## config.mk

```make
export PLATFORM = sky130hd
export DESIGN_NAME = inst_encoder
export DESIGN_NICKNAME = d
export VERILOG_FILES = /design/src/rtl/isa_pkg.sv /design/src/rtl/inst_enc_fifo.sv /design/src/rtl/inst_encoder.sv
export SDC_FILE = /design/constraint.sdc
export NUM_CORES = 1
export LEC_CHECK = 0
export BUFFER_PORTS_ARGS = -buffer_cell sky130_fd_sc_hd__buf_2
export CAP_MARGIN = 20
export CORE_AREA = 2 2 85 87
export CTS_BUF_LIST = sky130_fd_sc_hd__clkbuf_8
export DETAILED_ROUTE_END_ITERATION = 16
export DIE_AREA = 0 0 87 89
export PLACE_DENSITY = 0.86
export SETUP_SLACK_MARGIN = 0.02
export SLEW_MARGIN = 0
export SYNTH_ARGS = -nofsm -noshare
export SYNTH_HDL_FRONTEND = slang
export SYNTH_SLANG_ARGS = --single-unit
```

## constraint.sdc

```tcl
create_clock -name clock -period 3.5 [get_ports clock]
set_input_delay 0.175 -clock clock [delete_from_list [all_inputs] [get_ports clock]]
set_output_delay 0.175 -clock clock [all_outputs]
set_load 0.03 [all_outputs]
```

## src/rtl/isa_pkg.sv

```systemverilog
// -----------------------------------------------------------------------------
// isa_pkg
// Shared RV32I encoding constants for the instruction decoder and
// inst_encoder.
//
// Contents:
//   - OPCODE_*            7-bit major opcodes
//   - FUNCT3_* / FUNCT7_* function-field constants
//   - ALU_/COM_/INST_*    decoded field encodings, identical to the
//                         decoder outputs
//   - enc_entry_t         one encoder FIFO entry {err, inst}
//   - fits_signed()       range helper used by the optional field checks
//
// inst_type layout: [6:3] selects the instruction class. [2:0] carries the
// funct3 sub-code for loads and stores, and bit 2 also feeds SYSTEM funct3.
// -----------------------------------------------------------------------------
package isa_pkg;

  localparam int ALU_OP_END    = 3;
  localparam int COM_OP_END    = 2;
  localparam int INST_TYPE_END = 6;

  localparam logic [6:0] OPCODE_IMM    = 7'b0010011;
  localparam logic [6:0] OPCODE_REG    = 7'b0110011;
  localparam logic [6:0] OPCODE_LOAD   = 7'b0000011;
  localparam logic [6:0] OPCODE_STORE  = 7'b0100011;
  localparam logic [6:0] OPCODE_LUI    = 7'b0110111;
  localparam logic [6:0] OPCODE_AUIPC  = 7'b0010111;
  localparam logic [6:0] OPCODE_JAL    = 7'b1101111;
  localparam logic [6:0] OPCODE_JALR   = 7'b1100111;
  localparam logic [6:0] OPCODE_BRANCH = 7'b1100011;
  localparam logic [6:0] OPCODE_SYSTEM = 7'b1110011;

  localparam logic [2:0] FUNCT3_ADD = 3'b000;
  localparam logic [2:0] FUNCT3_SLL = 3'b001;
  localparam logic [2:0] FUNCT3_SR  = 3'b101;

  localparam logic [6:0] FUNCT7_BASE = 7'b0000000;
  localparam logic [6:0] FUNCT7_ALT  = 7'b0100000;

  // alu_op = {alt, funct3}; alt selects SUB / SRA
  localparam logic [3:0] ALU_ADD = 4'b0000;
  localparam logic [3:0] ALU_SUB = 4'b1000;
  localparam logic [3:0] ALU_SLL = 4'b0001;
  localparam logic [3:0] ALU_SRL = 4'b0101;
  localparam logic [3:0] ALU_SRA = 4'b1101;

  localparam logic [2:0] COM_BEQ = 3'b000;
  localparam logic [2:0] COM_BNE = 3'b001;

  typedef enum logic [3:0] {
    INST_CLS_IMM    = 4'd0,
    INST_CLS_REG    = 4'd1,
    INST_CLS_LOAD   = 4'd2,
    INST_CLS_STORE  = 4'd3,
    INST_CLS_UPP    = 4'd4,
    INST_CLS_AUIPC  = 4'd5,
    INST_CLS_JUMP   = 4'd6,
    INST_CLS_JUMPR  = 4'd7,
    INST_CLS_BRANCH = 4'd8,
    INST_CLS_SYSTEM = 4'd9
  } inst_cls_e;

  localparam logic [6:0] INST_IMM    = 7'b0000_000;
  localparam logic [6:0] INST_REG    = 7'b0001_000;
  localparam logic [6:0] INST_LW     = 7'b0010_010;
  localparam logic [6:0] INST_SW     = 7'b0011_010;
  localparam logic [6:0] INST_UPP    = 7'b0100_000;
  localparam logic [6:0] INST_AUIPC  = 7'b0101_000;
  localparam logic [6:0] INST_JUMP   = 7'b0110_000;
  localparam logic [6:0] INST_JUMPR  = 7'b0111_000;
  localparam logic [6:0] INST_BRANCH = 7'b1000_000;
  localparam logic [6:0] INST_SYSTEM = 7'b1001_000;

  typedef struct packed {
    logic        err;
    logic [31:0] inst;
  } enc_entry_t;

  // True when every bit above msb is a copy of bit msb, i.e. the value is a
  // correctly sign-extended (msb+1)-bit signed number.
  function automatic logic fits_signed(input logic [31:0] value, input int msb);
    logic ok;
    ok = 1'b1;
    for (int i = 0; i < 32; i++) begin
      if ((i > msb) && (value[i] != value[msb])) begin
        ok = 1'b0;
      end else begin
        ok = ok;
      end
    end
    return ok;
  endfunction

endpackage

```

## src/rtl/inst_enc_fifo.sv

```systemverilog
// -----------------------------------------------------------------------------
// inst_enc_fifo
// In-order FIFO of enc_entry_t holding encoded instruction words.
//
// Ports:
//   clock      in   system clock, rising edge
//   reset      in   asynchronous active-low reset, empties the FIFO
//   push       in   write push_data at the tail (ignored when full)
//   push_data  in   entry to write
//   pop        in   remove the head (ignored when empty)
//   head       out  entry at the head, all zero when empty
//   full       out  count == DEPTH, taken from the registered count only
//   empty      out  count == 0
//
// DEPTH must be a power of two so that the pointers wrap naturally.
// -----------------------------------------------------------------------------
module inst_enc_fifo
  import isa_pkg::*;
#(
  parameter int DEPTH = 2
) (
  input  logic       clock,
  input  logic       reset,
  input  logic       push,
  input  enc_entry_t push_data,
  input  logic       pop,
  output enc_entry_t head,
  output logic       full,
  output logic       empty
);

  localparam int PTR_W = (DEPTH > 1) ? $clog2(DEPTH) : 1;
  localparam int CNT_W = PTR_W + 1;

  logic [PTR_W-1:0] wr_ptr_r;
  logic [PTR_W-1:0] rd_ptr_r;
  logic [CNT_W-1:0] count_r;
  enc_entry_t       mem_r [DEPTH];

  logic push_ok_s;
  logic pop_ok_s;

  assign full      = (count_r == CNT_W'(DEPTH));
  assign empty     = (count_r == {CNT_W{1'b0}});
  assign push_ok_s = push & ~full;
  assign pop_ok_s  = pop & ~empty;

  // Pointer and occupancy bookkeeping
  always_ff @(posedge clock or negedge reset) begin
    if (!reset) begin
      wr_ptr_r <= {PTR_W{1'b0}};
      rd_ptr_r <= {PTR_W{1'b0}};
      count_r  <= {CNT_W{1'b0}};
    end else begin
      if (push_ok_s) begin
        wr_ptr_r <= wr_ptr_r + PTR_W'(1);
      end
      if (pop_ok_s) begin
        rd_ptr_r <= rd_ptr_r + PTR_W'(1);
      end
      case ({push_ok_s, pop_ok_s})
        2'b10:   count_r <= count_r + CNT_W'(1);
        2'b01:   count_r <= count_r - CNT_W'(1);
        default: count_r <= count_r;
      endcase
    end
  end

  // Entry storage; cleared on reset so nothing stale survives it
  always_ff @(posedge clock or negedge reset) begin
    if (!reset) begin
      for (int i = 0; i < DEPTH; i++) begin
        mem_r[i] <= '{err: 1'b0, inst: 32'h0000_0000};
      end
    end else if (push_ok_s) begin
      mem_r[wr_ptr_r] <= push_data;
    end
  end

  // Head view; a drained slot keeps old data, so mask it while empty
  always_comb begin
    if (empty) begin
      head = '{err: 1'b0, inst: 32'h0000_0000};
    end else begin
      head = mem_r[rd_ptr_r];
    end
  end

endmodule

```

## src/rtl/inst_encoder.sv

```systemverilog
// -----------------------------------------------------------------------------
// inst_encoder
// Packs decoded RV32I fields back into a 32-bit instruction word and queues
// the result in an in-order FIFO. Unencodable requests produce an entry with
// err=1 and inst=0, which is still queued and popped like any other entry.
//
// Ports:
//   clock      in   system clock, rising edge
//   reset      in   asynchronous active-low reset
//   reqValid   in   request fields valid
//   reqReady   out  a request can be accepted this cycle (FIFO not full)
//   rd/rs1/rs2 in   register indices
//   imm        in   full sign-extended immediate
//   alu_op     in   {alt, funct3}, decoder encoding
//   com_op     in   branch compare funct3
//   inst_type  in   {class[3:0], sub[2:0]}, decoder encoding
//   respValid  out  FIFO head valid
//   respReady  in   consumer takes the head this cycle
//   inst_out   out  encoded instruction at the FIFO head
//   err        out  head entry could not be encoded
//
// Build option:
//   INST_ENC_CHECK_EN  when defined, out-of-range or misaligned immediates
//                      also raise err. Otherwise only an unknown inst_type
//                      raises err and immediates are truncated.
// -----------------------------------------------------------------------------
module inst_encoder
  import isa_pkg::*;
#(
  parameter int DEPTH     = 2,
  parameter int REG_W_END = 31
) (
  input  logic                     clock,
  input  logic                     reset,
  input  logic                     reqValid,
  output logic                     reqReady,
  input  logic [4:0]               rd,
  input  logic [4:0]               rs1,
  input  logic [4:0]               rs2,
  input  logic [REG_W_END:0]       imm,
  input  logic [ALU_OP_END:0]      alu_op,
  input  logic [COM_OP_END:0]      com_op,
  input  logic [INST_TYPE_END:0]   inst_type,
  output logic                     respValid,
  input  logic                     respReady,
  output logic [REG_W_END:0]       inst_out,
  output logic                     err
);

  logic [3:0]  cls_s;
  logic [2:0]  f3_s;
  logic        shift_s;
  logic [6:0]  funct7_s;
  logic [31:0] raw_inst_s;
  logic        known_s;
  logic        range_ok_s;
  enc_entry_t  entry_s;
  enc_entry_t  head_s;
  logic        full_s;
  logic        empty_s;

  assign cls_s   = inst_type[INST_TYPE_END:3];
  assign f3_s    = alu_op[2:0];
  assign shift_s = (f3_s == FUNCT3_SLL) || (f3_s == FUNCT3_SR);

  // alt bit of alu_op selects SUB/SRA funct7
  always_comb begin
    if (alu_op[3]) begin
      funct7_s = FUNCT7_ALT;
    end else begin
      funct7_s = FUNCT7_BASE;
    end
  end

  // Field packing per instruction class; unused register fields stay zero
  always_comb begin
    raw_inst_s = 32'h0000_0000;
    known_s    = 1'b1;
    case (cls_s)
      INST_CLS_IMM: begin
        if (shift_s) begin
          raw_inst_s = {funct7_s, imm[4:0], rs1, f3_s, rd, OPCODE_IMM};
        end else begin
          raw_inst_s = {imm[11:0], rs1, f3_s, rd, OPCODE_IMM};
        end
      end
      INST_CLS_REG: begin
        raw_inst_s = {funct7_s, rs2, rs1, f3_s, rd, OPCODE_REG};
      end
      INST_CLS_LOAD: begin
        raw_inst_s = {imm[11:0], rs1, inst_type[2:0], rd, OPCODE_LOAD};
      end
      INST_CLS_STORE: begin
        raw_inst_s = {imm[11:5], rs2, rs1, inst_type[2:0], imm[4:0], OPCODE_STORE};
      end
      INST_CLS_UPP: begin
        raw_inst_s = {imm[31:12], rd, OPCODE_LUI};
      end
      INST_CLS_AUIPC: begin
        raw_inst_s = {imm[31:12], rd, OPCODE_AUIPC};
      end
      INST_CLS_JUMP: begin
        raw_inst_s = {imm[20], imm[10:1], imm[11], imm[19:12], rd, OPCODE_JAL};
      end
      INST_CLS_JUMPR: begin
        raw_inst_s = {imm[11:0], rs1, FUNCT3_ADD, rd, OPCODE_JALR};
      end
      INST_CLS_BRANCH: begin
        raw_inst_s = {imm[12], imm[10:5], rs2, rs1, com_op, imm[4:1], imm[11],
                      OPCODE_BRANCH};
      end
      INST_CLS_SYSTEM: begin
        raw_inst_s = {imm[11:0], rs1, inst_type[2], alu_op[2], alu_op[3], rd,
                      OPCODE_SYSTEM};
      end
      default: begin
        raw_inst_s = 32'h0000_0000;
        known_s    = 1'b0;
      end
    endcase
  end

`ifdef INST_ENC_CHECK_EN
  // Immediate must be representable in the target field without loss
  always_comb begin
    range_ok_s = 1'b1;
    case (cls_s)
      INST_CLS_IMM: begin
        if (shift_s) begin
          range_ok_s = (imm[31:5] == 27'd0);
        end else begin
          range_ok_s = fits_signed(imm, 11);
        end
      end
      INST_CLS_LOAD, INST_CLS_STORE, INST_CLS_JUMPR, INST_CLS_SYSTEM: begin
        range_ok_s = fits_signed(imm, 11);
      end
      INST_CLS_UPP, INST_CLS_AUIPC: begin
        range_ok_s = (imm[11:0] == 12'h000);
      end
      INST_CLS_JUMP: begin
        range_ok_s = fits_signed(imm, 20) && (imm[0] == 1'b0);
      end
      INST_CLS_BRANCH: begin
        range_ok_s = fits_signed(imm, 12) && (imm[0] == 1'b0);
      end
      default: begin
        range_ok_s = 1'b1;
      end
    endcase
  end
`else
  assign range_ok_s = 1'b1;
`endif

  // Error entries carry an all-zero word so a consumer never sees junk
  always_comb begin
    if (!known_s || !range_ok_s) begin
      entry_s = '{err: 1'b1, inst: 32'h0000_0000};
    end else begin
      entry_s = '{err: 1'b0, inst: raw_inst_s};
    end
  end

  inst_enc_fifo #(
    .DEPTH (DEPTH)
  ) u_fifo (
    .clock     (clock),
    .reset     (reset),
    .push      (reqValid),
    .push_data (entry_s),
    .pop       (respReady),
    .head      (head_s),
    .full      (full_s),
    .empty     (empty_s)
  );

  // full_s comes from the registered count, so a same-cycle pop frees no slot
  assign reqReady  = ~full_s;
  assign respValid = ~empty_s;
  assign inst_out  = head_s.inst;
  assign err       = head_s.err;

endmodule

```

==> metrics, run 1 <==
library cells used by synthesis 46; most frequent cells in the layout buf_2, dfrtp_1, nand2_1; CTS tree done; CORE AREA 6719 µm²; Global Route Usage Sum 27.35%; P per Cell Area about 850 nW/µm²; leakage power total 2.256 nW; Initial Util 58.99%; CP max-delay cell dfrtp_2; Die W slightly below 90 µm; worst min-delay path class input port to register; DRT iter0 DRCs 282; worst vdd ir between 0.0003 and 0.0004 V; global-route wire length before repair about 16,000 µm; gr ovfl total 0; Critical Path End Type primary output; Slew headroom roughly 30%; Row Count 30; vias in the first global route between 3,000 and 4,000; CTS max path bufs 2; CTS Buf Count 9; Final Core Density 68.57%; DRC Markers 0; required time of the critical path ~3300 ps; worst-skew pair later-pin latency 350 ps; crit share post-route around two thirds; syn nets 486; Seq/Total Area, Yosys between 40% and 50%; Place WS between 1000 and 1500 ps; CP arrival roughly 2100 ps; antenna viol nets, final 0; clk_skew 11.29 ps; Crit path largest cell delay ~1100 ps; final setup margin between 1000 and 1500 ps; full die area ~7700 µm²; Avg Cell Area, Syn between 9 and 10 µm²; share of post-route cells with drive strength above 1 between 20% and 30%; Final HPWL DP 7063 µm; overall routed net length between 10,000 and 15,000 µm; EDFF count, synth 0; worst-path cell chain mux2i_1 > nor2_1 > buf_2; n_diodes 0; Vias/cell around 6.2; Root Buffer clkbuf_8; pin count of the biggest net entering global routing between 40 and 50; total clock sinks 68; WS Path Type register to primary output; synthesis-to-finish area growth 16.22%; Mapped Area between 3000 and 4000 µm²; slew at the pin closest to its max-slew limit around 1100 ps; Via Count approximately 3,600; Max Transition Viols Final 0; Setup Viol. Count Final 0; CP Launch Type register; RSZ-0062 raised after global routing false; Post-layout nets 569; Clock H-tree levels 3; fillers between 500 and 600; asr flop ratio synth between 90% and 100%; f_max roughly 0.44 GHz; Buf+Inv Stages, Crit Path 1; initial antenna violation count 0; Die Ht approximately 90 µm; post-route setup TNS 0 ps; CTS clk-pin slew, worst paths ~70 ps; Synth Register Bits 68; commonest non-fill, non-tap cell in the layout buf_2; Cells after Synth between 400 and 500; Yosys warning count 0; # IOs 100; RePlAce Congestion about 0.88; per-cell routed wire length ~17 µm; Final min period 2265 ps; ys flop type dfrtp_1; CP max FO 33; IO Port Bufs between 90 and 100; Max Cap Violations 0; status complete, no violations; Top delay family on crit path flip-flops; Hold Vio Cnt, Final 0; First-pass DRT Iterations 6
## registers in the layout, summed over array words and instances (netlist names)
name	cells
u_fifo.mem_r	64
u_fifo.count_r	2
u_fifo.rd_ptr_r	1
u_fifo.wr_ptr_r	1
## synth_stat cells (7+ instances only)
| cell | n | share of area (%) |
|---|---|---|
| a22oi_1 | 16 | 3.0 |
| a31oi_1 | 7 | 1.1 |
| buf_2 | 16 | 2.0 |
| clkbuf_1 | 9 | 0.85 |
| dfrtp_1 | 68 | 43 |
| mux2_2 | 20 | 5.7 |
| mux2i_1 | 35 | 8.8 |
| nand2_1 | 53 | 5.0 |
| nand2b_1 | 10 | 1.6 |
| nand3_1 | 11 | 1.4 |
| nor2_1 | 47 | 4.5 |
| o211ai_1 | 11 | 2.1 |
| o21ai_0 | 32 | 4.0 |
| o22ai_1 | 12 | 1.9 |
## repair_timing
item | in CTS | in global routing
hold buffers | 1 | 0
buffers inserted | 0 | 0
endpoints found under the hold margin | 35 | 0
gates resized for setup | 0 | 0
## worst reg2reg max path, delay by kind of cell, from the launching register on
family	cells	cell delay, ps
and+or+nand+nor	2	1060
DFF	1	430
muxes	1	420
## metal layers
| layer | vias to the layer above | part of all wire [%] | global-route usage, % |
|---|---|---|---|
| met5 | - | 0 | 0 |
| met2 | 215 | 45 | 42.40 |
| met4 | 0 | 2.5 | 12.78 |
| li1 | 1683 | - | - |
| met1 | 1701 | 43 | 36.77 |
| met3 | 24 | 9.1 | 6.187 |
## final cells by class
class / count / area (µm²) / area share, %
Sequential cell: 68 / 1703 / 36.96
Inverter: 5 / 18.77 / 0.4074
Multi-Input combinational cell: 314 / 2053 / 44.57
Clock buffer: 12 / 165.2 / 3.585
Tap cell: 80 / 100.1 / 2.173
Timing Repair Buffer: 105 / 543.0 / 11.79
Clock inverter: 4 / 23.77 / 0.5160
## power breakdown
| group | total, mW | internal (mW) | leakage, nW | switching (mW) |
|---|---|---|---|---|
| clock | 0.607 | 0.311 | 0.0958 | 0.295 |
| sequential | 1.41 | 1.12 | 0.865 | 0.286 |
| combinational | 1.89 | 0.705 | 1.29 | 1.18 |
| total | 3.90 | 2.14 | 2.26 | 1.76 |
## through the flow
step | power (mW) | cells | area [µm²] | hold slack (ps)
2_1_floorplan | 2.826 | 420 | 3964 | -120.6
3_3_place_gp | 3.255 | 570 | 4400 | 297.4
3_5_place_dp | 3.310 | 570 | 4400 | 319.0
4_1_cts | 3.917 | 587 | 4599 | 115.5
5_1_grt | 4.152 | 588 | 4607 | 131.6
6_report | 3.902 | 588 | 4607 | 128.6
## logic make-up after synthesis
kind of cell / after synthesis / share of synthesized area [%]
DFF: 68 / 42.93
muxes: 57 / 15.28
AOI/OAI and AO/OA: 107 / 18.34
buffers and inverters: 38 / 5.335
adders and majority gates: 1 / 0.3156
and+or+nand+nor: 145 / 16.92
xor gates and xnor gates: 4 / 0.8840
## worst paths after layout
kind                                                    start                      endpoint  slack [ps]  cells after the start
worst max-delay path              u_fifo.rd_ptr_r$_DFFE_PN0P_                  inst_out[12]        1230                      3
worst min-delay path                                    rd[2]   u_fifo.mem_r[9]$_DFFE_PN0P_         130                      3
worst max register to register  u_fifo.count_r[0]$_DFFE_PN0P_  u_fifo.mem_r[49]$_DFFE_PN0P_        1480                      3
worst min register to register   u_fifo.mem_r[56]$_DFFE_PN0P_  u_fifo.mem_r[56]$_DFFE_PN0P_         480                      2
max in group asynchronous                               reset  u_fifo.mem_r[30]$_DFFE_PN0P_        2130                      3
min in group asynchronous                               reset  u_fifo.mem_r[55]$_DFFE_PN0P_         460                      2
Note: power is estimated with default switching activity, not from simulation.
==> run 2: changes to the inputs <==
CORE_AREA = 2 2 93 95   (was 2 2 85 87)
DIE_AREA = 0 0 95 97   (was 0 0 87 89)
PLACE_DENSITY = 0.77   (was 0.86)
clock period = 1.93 ns   (was 3.5 ns; I/O delays follow)
==> run 2 against run 1 <==
Hold slack worse by 76 ps. First-iteration DRC count is 1.1% higher. Global-route usage is 3.6 points lower. Routed wire length is 1.8% higher. Sequential cell count stayed put.
==> metrics, run 2 (synthesis results as in run 1) <==
Global Route Usage Sum about a quarter; Die Ht approximately 97 µm; required time of the critical path about 1800 ps; number of flip-flops in the largest register 64; overall power roughly 7 mW; Place WS slightly above 300 ps; per-cell routed wire length 16.62 µm; overall routed net length between 10,000 and 15,000 µm; Post-layout nets 576; CP max FO 22; Hold Vio Cnt, Final 0; leakage power total ~2.3 nW; post-route setup TNS 0 ps; P per Cell Area between 1500 and 2000 nW/µm²; CTS Buf Count 9; Biggest register u_fifo.mem_r; Slew headroom between 50% and 60%; Final HPWL DP 7547 µm; setup bufs post-CTS 0; Critical Path End Type primary output; post_cts resized 0; RSZ-0062 raised after global routing false; slew at the pin closest to its max-slew limit roughly 710 ps; CTS clk-pin slew, worst paths about 70 ps; Via Count roughly 3,600; CP Launch Type register; hold slack approximately 53 ps; WS Path Type register to primary output; DRC Markers 0; gr ovfl total 0; commonest non-fill, non-tap cell in the layout buf_2; Max Transition Viols Final 0; Final Non-Filler Cells 620; CTS max path bufs 2; Top delay family on crit path buffers and inverters; Clock H-tree levels 3; worst-skew pair later-pin latency 350 ps; share of post-route cells with drive strength above 1 approximately 30%; fillers between 700 and 800; CP max-delay cell dfrtp_2; pin count of the biggest net entering global routing 33; antenna viol nets, final 0; Max Cap Violations 0; hold-fix buffers at CTS 1; vias in the first global route around 3,500; Root Buffer clkbuf_8; Final min period 1771 ps; # IOs 100; synthesis-to-finish area growth 19.38%; IO Port Bufs 99; global-route wire length before repair approximately 17,000 µm; f_max 0.5646 GHz; Vias/cell around 5.7; RePlAce Congestion around 0.94; Die W ~95 µm; Largest regs u_fifo.mem_r: 64 flops, u_fifo.count_r: 2 flops; Buf+Inv Stages, Crit Path 2; full die area 9215 µm²; total clock sinks 68; DRT iter0 DRCs 285; clk_skew between 7 and 8 ps; final setup margin roughly 160 ps; worst-path cell chain buf_4 > mux2i_1 > nor2_1 > buf_2; CP arrival 1670 ps; Setup Viol. Count Final 0; initial antenna violation count 0; most frequent cells in the layout buf_2, dfrtp_1, nand2_1; Row Count 33; First-pass DRT Iterations 5; worst min-delay path class input port to register; worst vdd ir 0.0007234 V; Crit path largest cell delay approximately 370 ps; n_diodes 0; Initial Util 48.73%; crit share post-route between 90 and 100%; status complete, no violations; Placed Cells between 600 and 700; CORE AREA between 8000 and 9000 µm²; CTS tree done
[run 2: cell types whose count changed in the layout (fill, tap and decap cells not counted), sizes merged]
cell      previous run  this run
buf                104       111
clkinvlp             2         1
inv                  6         7
clkinv               1         2
clkbuf              12        11
[run 2: per-stage QoR]
| step | instance area (µm²) | util [%] |
|---|---|---|
| 2_1_floorplan | 3964 | - |
| 3_3_place_gp | 4542 | 55.84 |
| 3_5_place_dp | 4542 | 55.84 |
| 4_1_cts | 4732 | 58.18 |
| 5_1_grt | 4732 | 58.18 |
| 6_report | 4732 | 58.18 |
[run 2: final timing paths]
check	startpoint	end	slack (ps)	depth (start not counted)
max	u_fifo.rd_ptr_r$_DFFE_PN0P_	inst_out[6]	160	4
min	rd[4]	u_fifo.mem_r[44]$_DFFE_PN0P_	50	3
max reg2reg	u_fifo.count_r[0]$_DFFE_PN0P_	u_fifo.mem_r[51]$_DFFE_PN0P_	390	4
min reg2reg	u_fifo.mem_r[22]$_DFFE_PN0P_	u_fifo.mem_r[22]$_DFFE_PN0P_	480	2
max in group asynchronous	reset	u_fifo.rd_ptr_r$_DFFE_PN0P_	1020	3
min in group asynchronous	reset	u_fifo.mem_r[29]$_DFFE_PN0P_	290	2
[run 2: worst reg2reg max path, delay by kind of cell (launching register included)]
family,cells,cell delay (ps)
and+or+nand+nor,2,470
muxes,1,360
buffers and inverters,1,180
DFF,1,420
[run 2: routing by layer]
layer,up-vias,global-route usage (%),routed length (µm)
met5,-,0,0
met4,0,11.48,289
met3,22,3.037,677
met2,169,35.57,4730
met1,1675,33.77,4607
li1,1694,-,-
[run 2: area by class of cell]
class | instances | area [µm²] | share of cell area [%]
inverters | 5 | 18.77 | 0.3966
multi-input cells | 314 | 2053 | 43.39
repair buffers | 112 | 645.6 | 13.64
well taps | 105 | 131.4 | 2.776
clock inverters | 5 | 28.78 | 0.6081
flip-flops and latches | 68 | 1703 | 35.99
clock buffers | 11 | 151.4 | 3.199
[run 2: power breakdown]
part	switching (mW)	internal (mW)
logic	2.34	1.36
clock network	0.544	0.527
registers	0.322	2.04
==> run 3: changes to the inputs <==
CELL_PAD_IN_SITES_DETAIL_PLACEMENT = 1   (was unset)
CELL_PAD_IN_SITES_GLOBAL_PLACEMENT = 1   (was unset)
CORE_AREA = 2 2 106 108   (was 2 2 93 95)
DIE_AREA = 0 0 108 110   (was 0 0 95 97)
PLACE_DENSITY = unset   (was 0.77)
PLACE_DENSITY_LB_ADDON = 0.1   (was unset)
==> run 3 against run 2 <==
First-iteration DRC count is 47% lower. Sequential share of layout area is 0.68 points lower. Sequential cell count stayed put. Register-to-register slack worse by 110 ps. Critical path depth stayed put. Non-clock buffer count is 5 higher. Combinational power hardly changed. Cell count is 6.5% higher. Critical path type unchanged. Critical endpoint is now inst_out[0]. Largest cell class unchanged. Largest power group unchanged.
==> metrics, run 3 (synthesis results as in run 1) <==
status complete, no violations; area occupied by multi-input gates between 2000 and 2500 µm²; worst vdd ir approximately 0.00068 V; number of flip-flops in the largest register 64; CP max FO 20; CP startpoint u_fifo.rd_ptr_r$_DFFE_PN0P_; Largest regs u_fifo.mem_r: 64 flops, u_fifo.count_r: 2 flops; global-route wire length before repair between 15,000 and 20,000 µm; WS Path Type register to primary output; Die Ht around 110 µm; commonest non-fill, non-tap cell in the layout buf_2; First-pass DRT Iterations 4; Reg2Reg Depth 4; worst min-delay path class input port to register; required time of the critical path 1830 ps; per-cell routed wire length around 18 µm; Root Buffer clkbuf_8; CTS clk-pin slew, worst paths 80 ps; fillers about 1,300; total clock sinks 68; Final HPWL DP around 8800 µm; Max Transition Viols Final 0; leakage power total 2.339 nW; Vias/cell ~5.4; setup bufs post-CTS 0; share of post-route cells with drive strength above 1 a little under a third; most frequent cells in the layout buf_2, dfrtp_1, nand2_1; IO Port Bufs between 90 and 100; RePlAce Congestion 0.7822; CTS tree done; Biggest register u_fifo.mem_r; CTS max path bufs 2; Critical Path End Type primary output; Post-layout nets approximately 580; post-route setup TNS 0 ps; DRC Markers 0; initial antenna violation count 0; Final Core Density between 40% and 50%; antenna viol nets, final 0; hold path startpoint rd[4]; CP arrival 1640 ps; slew at the pin closest to its max-slew limit 893.5 ps; Clock H-tree levels 3; gr ovfl total 0; Global Route Usage Sum about 22%; Die W roughly 110 µm; Slew headroom slightly above 40%; P per Cell Area between 1500 and 2000 nW/µm²; RSZ-0062 raised after global routing false; vias in the first global route between 3,000 and 4,000; CORE AREA around 11,000 µm²; Max Cap Violations 0; Setup Viol. Count Final 0; Hold Path Cell Cnt 3; full die area between 10,000 and 15,000 µm²; hold path endpoint u_fifo.mem_r[44]$_DFFE_PN0P_; n_diodes 0; synthesis-to-finish area growth 21.69%; overall routed net length roughly 12,000 µm; crit share post-route 89.78%; Via Count between 3,000 and 4,000; Row Count 38; hold slack between 30 and 40 ps; reg-to-reg endpoint u_fifo.mem_r[63]$_DFFE_PN0P_; register area ~1700 µm²; worst reg-to-reg setup slack ~280 ps; DRT iter0 DRCs 150; clk_skew around 11 ps; pin count of the biggest net entering global routing 69; # IOs 100; Final min period between 1500 and 2000 ps; CP Launch Type register; f_max between 0.5 and 0.6 GHz; r2r startpoint u_fifo.count_r[0]$_DFFE_PN0P_; CTS Buf Count 9; Initial Util a little under two fifths; worst-skew pair later-pin latency 350 ps; Hold Vio Cnt, Final 0
==> run 3: cell count changes in the layout (fill, tap and decap cells not counted) <==
cell       change
buf_4          +6
clkinv_4       -1
inv_1          -1
buf_12         -1
clkinv_2       +1
bufinv_16      +1
==> run 3: layout make-up <==
class | instances | area share (%)
inverter | 5 | 0.3891
multi-input combinational | 314 | 42.57
timing repair buffer | 117 | 13.90
tap | 140 | 3.632
clock inverter | 5 | 1.064
sequential | 68 | 35.30
clock buffer | 11 | 3.139
==> run 3: repair_timing <==
action	in CTS	in global routing
hold buffers	1	0
resized for setup	0	0
hold endpoints to repair	68	0
==> run 3: how the worst max path moves through the flow <==
stage | end | slack [ps] | cells after the start
final | inst_out[0] | 200 | 4
after CTS | inst_out[0] | 170 | 4
after global placement | u_fifo.mem_r[51]$_DFFE_PN0P_ | 340 | 4
after floorplan | u_fifo.count_r[1]$_DFFE_PN0P_ | 200 | 6
after global routing | inst_out[0] | 70 | 4
after detailed placement | u_fifo.mem_r[31]$_DFFE_PN0P_ | 280 | 6
==> run 3: power breakdown <==
group / switching (mW) / internal (mW) / leakage [nW]
Clock: 0.573 / 0.659 / 0.107
Combinational: 2.39 / 1.34 / 1.37
Sequential: 0.329 / 2.04 / 0.865
Total: 3.29 / 4.04 / 2.34
==> run 3: routing by layer <==
layer	share of wire [%]	up-vias	GRT usage, %
li1	-	1702	-
met1	47	1744	29.21
met2	47	93	35.44
met3	4.4	16	3.880
met4	1.4	0	6.777
met5	0	-	0
==> run 3: per-stage QoR <==
step	total power, mW	cell area (µm²)	worst slack [ps]	instances
2_1_floorplan	5.124	3964	197.4	420
4_1_cts	7.465	4823	167.9	660
3_5_place_dp	6.209	4611	275.6	643
3_3_place_gp	6.108	4611	336.4	643
6_report	7.333	4823	197.3	660
5_1_grt	7.906	4823	73.54	660
==> run 3: critical path: stages (launching register included) <==
cell	delay (ps)
dfrtp_2	360
buf_4	350
mux2i_1	290
nor2_1	80
buf_2	190
